<file path="config.mk">
export PLATFORM = sky130hd
export DESIGN_NAME = flick_conditioner
export DESIGN_NICKNAME = d
export VERILOG_FILES = /design/src/rtl/flasher_pkg.sv /design/src/rtl/sync_2ff.sv /design/src/rtl/flick_conditioner.sv
export SDC_FILE = /design/constraint.sdc
export NUM_CORES = 1
export LEC_CHECK = 0
export CAP_MARGIN = 15
export CORE_UTILIZATION = 26
export DETAILED_ROUTE_END_ITERATION = 8
export PLACE_DENSITY_LB_ADDON = 0.08
export RECOVER_POWER = 50
export SYNTH_ARGS = -nofsm -noshare
export SYNTH_HDL_FRONTEND = slang
export SYNTH_SLANG_ARGS = --single-unit
</file>
<file path="constraint.sdc">
create_clock -name clk -period 4.1 [get_ports clk]
set_input_delay 0.615 -clock clk [delete_from_list [all_inputs] [get_ports clk]]
set_output_delay 0.615 -clock clk [all_outputs]
set_load 0.02 [all_outputs]
</file>
<file path="src/rtl/flasher_pkg.sv">
// flasher_pkg
//   Shared definitions for the flasher input stage: the debounce FSM state
//   encoding, default timing constants and a small constant helper used to
//   size counters.
//   Ports: none (package).
package flasher_pkg;

  typedef enum logic [1:0] {
    IDLE        = 2'd0,
    PRESS_CHK   = 2'd1,
    HELD        = 2'd2,
    RELEASE_CHK = 2'd3
  } flick_state_t;

  localparam int DEFAULT_DEBOUNCE_CYCLES = 16;
  localparam int DEFAULT_REPEAT_CYCLES   = 64;

  function automatic int max2(input int a, input int b);
    return (a > b) ? a : b;
  endfunction

endpackage

</file>
<file path="src/rtl/sync_2ff.sv">
// sync_2ff
//   Plain 1-bit two-flop synchronizer for an asynchronous level.
//   Ports:
//     clk   - destination clock
//     reset - asynchronous active-low reset, clears both flops to 0
//     d     - asynchronous input level
//     q     - synchronized level, two clk edges of latency
module sync_2ff (
  input  logic clk,
  input  logic reset,
  input  logic d,
  output logic q
);

  logic s1;

  always_ff @(posedge clk or negedge reset) begin
    if (!reset) begin
      s1 <= 1'b0;
      q  <= 1'b0;
    end else begin
      s1 <= d;
      q  <= s1;
    end
  end

endmodule

</file>
<file path="src/rtl/flick_conditioner.sv">
// flick_conditioner
//   Cleans up the raw push-button level feeding the flasher: synchronizes
//   it, debounces press and release, and emits one registered single-cycle
//   pulse per accepted press together with a debounced level.
//   Optional feature: define FLICK_REPEAT_EN to emit an extra pulse every
//   REPEAT_CYCLES cycles while the button stays held.
//   Ports:
//     clk         - system clock, rising edge
//     reset       - asynchronous active-low reset
//     flick_raw   - raw, asynchronous, bouncy button level
//     flick       - one-cycle press pulse to the flasher (registered)
//     flick_level - debounced button level (registered)
//   The FSM state is kept in the signal `state` for observation.
import flasher_pkg::*;

module flick_conditioner #(
  parameter int DEBOUNCE_CYCLES = DEFAULT_DEBOUNCE_CYCLES,
  parameter int REPEAT_CYCLES   = DEFAULT_REPEAT_CYCLES,
  parameter int CNT_W           = $clog2(max2(DEBOUNCE_CYCLES, REPEAT_CYCLES) + 1)
) (
  input  logic clk,
  input  logic reset,
  input  logic flick_raw,
  output logic flick,
  output logic flick_level
);

  generate
    if (DEBOUNCE_CYCLES < 1) begin : g_bad_debounce
      $error("flick_conditioner: DEBOUNCE_CYCLES must be at least 1");
    end
  endgenerate

  localparam logic [CNT_W-1:0] DEB_LAST = CNT_W'(DEBOUNCE_CYCLES - 1);

  logic             s2;
  flick_state_t     state, state_n;
  logic [CNT_W-1:0] cnt, cnt_n;
  logic             flick_n;
  logic             level_n;

  sync_2ff u_sync (
    .clk   (clk),
    .reset (reset),
    .d     (flick_raw),
    .q     (s2)
  );

`ifdef FLICK_REPEAT_EN
  localparam logic [CNT_W-1:0] REP_LAST = CNT_W'(REPEAT_CYCLES - 1);
  logic [CNT_W-1:0] rep_cnt, rep_cnt_n;

  always_ff @(posedge clk or negedge reset) begin
    if (!reset) rep_cnt <= '0;
    else        rep_cnt <= rep_cnt_n;
  end
`endif

  always_ff @(posedge clk or negedge reset) begin
    if (!reset) begin
      state       <= IDLE;
      cnt         <= '0;
      flick       <= 1'b0;
      flick_level <= 1'b0;
    end else begin
      state       <= state_n;
      cnt         <= cnt_n;
      flick       <= flick_n;
      flick_level <= level_n;
    end
  end

  // The debounce counter is cleared on every state change, so it never
  // needs to saturate or wrap.
  always_comb begin
    state_n = state;
    cnt_n   = cnt;
    flick_n = 1'b0;
`ifdef FLICK_REPEAT_EN
    rep_cnt_n = '0;
`endif
    case (state)
      IDLE: begin
        if (s2) begin
          state_n = PRESS_CHK;
          cnt_n   = '0;
        end
      end
      PRESS_CHK: begin
        if (!s2) begin
          state_n = IDLE;
          cnt_n   = '0;
        end else if (cnt == DEB_LAST) begin
          state_n = HELD;
          cnt_n   = '0;
          flick_n = 1'b1;
        end else begin
          cnt_n = cnt + CNT_W'(1);
        end
      end
      HELD: begin
        if (!s2) begin
          state_n = RELEASE_CHK;
          cnt_n   = '0;
        end else begin
`ifdef FLICK_REPEAT_EN
          // Repeat pulses only while the button stays held; leaving HELD
          // (or coming back from RELEASE_CHK) restarts the period.
          if (rep_cnt == REP_LAST) begin
            flick_n   = 1'b1;
            rep_cnt_n = '0;
          end else begin
            rep_cnt_n = rep_cnt + CNT_W'(1);
          end
`endif
        end
      end
      RELEASE_CHK: begin
        if (s2) begin
          state_n = HELD;
          cnt_n   = '0;
        end else if (cnt == DEB_LAST) begin
          state_n = IDLE;
          cnt_n   = '0;
        end else begin
          cnt_n = cnt + CNT_W'(1);
        end
      end
      default: begin
        state_n = IDLE;
        cnt_n   = '0;
      end
    endcase
    level_n = (state_n == HELD) || (state_n == RELEASE_CHK);
  end

endmodule
</file>
==> results.py <==
metrics = {
    "job": {
        "max_cap_viol_count": 0,
    },
    "critical_path": {
        "timing.critical_path.fanout_max": 5,
        "crit_path_start_kind": "flop",
        "worstPathRequired_ns": 3.48,
        "cp_num_buf_inv": 1,
        "cp_cell_sequence": "clkdlybuf4s50_1",
        "timing_worst_setup_path_type": "flop to primary output",
        "r2r-start": "cnt[0]",
        "cpLargestDelayFamily": "buffers and inverters",
        "worst-endpoint-arrival_ns": 1.32,
        "critPathMaxStageDelay_ns": 0.63,
        "critical_path.startpoint": "flick_level",
        "critPathCaptureType": "primary output",
        "worst_path_max_delay_cell": "clkdlybuf4s50_1",
    },
    "yosys": {
        "synth.yosys.warnings": 0,
        "yosys_register_bits": 12,
        "netlist_instances": 49,
        "synth_largest_area_cell": "dfrtp_1",
        "synth_cell_types": 23,
        "synth-edff-count": 0,
        "netlist_top_cells_area": "dfrtp_1, nand2_1, a211oi_4, a31oi_1, xor2_1",
        "synth_common_cells": "dfrtp_1, nand2_1, a31oi_1, nand3_1, o21ai_0",
        "synthMostInstantiatedCell": "dfrtp_1",
        "syn_nets": 53,
        "post-synth-top-area-fraction_pct": 54.5,
        "avgSynthCellArea_um2": 11.2,
        "yosysSeqAreaShare_pct": 54.5,
        "postSynth.topFlopCell": "dfrtp_1",
        "syn-cell-area_um2": 551,
        "synthArstFlopShare_pct": 100,
    },
    "placed_design": {
        "gp_congestion": 0.627,
        "dp_hpwl_um": 708,
        "placed_cells": 80,
        "buffer_ports.inserted": 4,
        "dpl_cell_area_um2": 624,
    },
    "global_route": {
        "antenna_found_initial": 0,
        "number_of_global_route_vias_before_repair": 373,
        "first_pass_grt_wire_length_um": 1620,
        "global_route.usage.total_pct": 11.0,
        "grt_overflow_total": 0,
        "grt_max_degree": 13,
    },
    "clock_network": {
        "post_cts.resized_instances": 0,
        "cts_buffers": 3,
        "root_buffer": "clkbuf_4",
        "cts-htree-levels": 1,
        "clock_tree.buffer_depth": 2,
        "cts_tree": "built",
        "cts.sinks": 12,
        "cts-hold-fix-buffers": 0,
        "clkSlewWorstSetupHoldPaths_ns": 0.07,
        "worstSkewPairLatency_ns": 0.26,
        "post-cts-setup-buffer-count": 0,
    },
    "sta": {
        "maxSlewViolCount": 0,
        "grt_setup_unrepaired": "false",
        "hold_viol": 0,
        "finalWorstPathRequiredPeriod_ns": 1.94,
        "setup_viol": 0,
        "max_slew_margin_pct": 64.0,
        "worstMarginPinSlew_ns": 0.538,
        "setup_tns_ns": 0,
        "fin_worst_skew_ns": 0.00371,
        "timing.fmax_mhz": 516,
        "final_min_period_over_clock_period_pct": 47.3,
    },
    "drt": {
        "ant_nets": 0,
        "drt-wirelength-per-cell_um": 11.2,
        "drt_first_pass_iters": 4,
        "route.detailed.drc": 0,
        "wl_um": 929,
        "vias": 381,
        "first_iter_violations": 2,
        "route.detailed.vias_per_inst": 4.59,
    },
    "power_and_ir_drop": {
        "power.ir.vdd_worst_mv": 0.141,
        "design_power_total_uw": 209,
        "power.leakage_uw": 0.000279,
        "power.density_cell_area_nw_per_um2": 323,
    },
    "hold_path": {
        "min-delay-path-class": "flop to flop",
        "timing.hold.worst.start": "u_sync.s1",
    },
    "floorplan": {
        "chipHeight_um": 48.0,
        "fp-row-count": 16,
        "floorplan.initialDensity_pct": 27.8,
        "core-area_um2": 1980,
        "die_area_um2": 2310,
        "ios": 5,
        "dieWidth_um": 48.0,
    },
    "layout": {
        "stdcell_count": 83,
        "syn_to_final_growth_pct": 17.5,
        "antennaDiodeCount": 0,
        "layout-drive-gt1-share_pct": 10.7,
        "finalNetCount": 62,
        "layout.cell_area.non_filler_um2": 647,
    },
    "run_status": {
        "run_status": "completed",
    },
}
layout by cell type, fill, tap and decap left out, drive strengths merged:
cell type / netlist / layout
nand2: 8 / 8
clkdlybuf4s50: 0 / 2
clkbuf: 0 / 3
and3: 1 / 1
dfrtp: 12 / 12
and4: 1 / 1
mux2: 2 / 2
a21oi: 1 / 1
dlygate4sd3: 0 / 2
and2: 1 / 1
a41oi: 1 / 1
o21a: 1 / 1
nor3b: 1 / 1
a22o: 1 / 1
a31oi: 3 / 3
nand3: 3 / 3
o21ai: 3 / 3
xnor2: 1 / 1
inv: 1 / 1
xor2: 2 / 2
nor2: 1 / 1
nor3: 2 / 2
mux2i: 1 / 1
ha: 1 / 1
a211oi: 1 / 1
final cells by class:
class | count | area (µm²)
well taps | 27 | 33.8
inverters | 1 | 3.75
fillers | 196 | 1340
flip-flops and latches | 12 | 300
repair buffers | 4 | 40.0
multi-input cells | 36 | 246
clock buffers | 3 | 22.5
per-stage QoR:
step                      hold slack, ns  setup WS (ns)  utilization (%)
after floorplan                    0.319           2.58                -
after global placement             0.334           2.42             31.5
after detailed placement           0.336           2.44             31.5
after CTS                          0.353           2.14             32.6
after global routing               0.357           2.08             32.6
final                              0.348           2.16             32.6
kinds of logic (layout without fill, tap and decap cells):
kind of cell	Yosys count	after routing	share of synthesized area, %
compound gates	11	11	15.2
xor+xnor	3	3	4.77
buf+inv	1	8	0.681
mux	3	3	6.59
flops	12	12	54.5
simple gates	18	18	15.9
fa+ha+maj	1	1	2.27
where the power goes:
group / total [µW] / switching, µW / internal (µW)
Combinational: 14.1 / 8.13 / 5.93
Clock: 69.9 / 36.0 / 33.9
Sequential: 125 / 3.71 / 122
flip-flops by register name, summed over array words and instances (netlist names):
name	cells
flick_level	1
flick	1
u_sync.q	1
state	1
u_sync.s1	1
cnt	7
routing by layer:
layer,global-route usage [%],part of all wire (%),vias up
li1,-,-,196
met4,8.33,1.4,0
met1,14.7,50,178
met5,0,0,-
met3,3.40,3.6,2
met2,14.6,45,5
final timing paths:
| check | to | slack, ns | cells after the start |
|---|---|---|---|
| setup / recovery | flick_level | 2.16 | 1 |
| setup reg to reg | cnt[3] | 2.40 | 5 |
| hold reg to reg | u_sync.q | 0.35 | 0 |
| hold / removal | u_sync.q | 0.35 | 0 |
| min in group asynchronous | cnt[4] | 0.77 | 1 |
| max in group asynchronous | flick | 2.98 | 1 |
(Power assumes the default switching activity.)
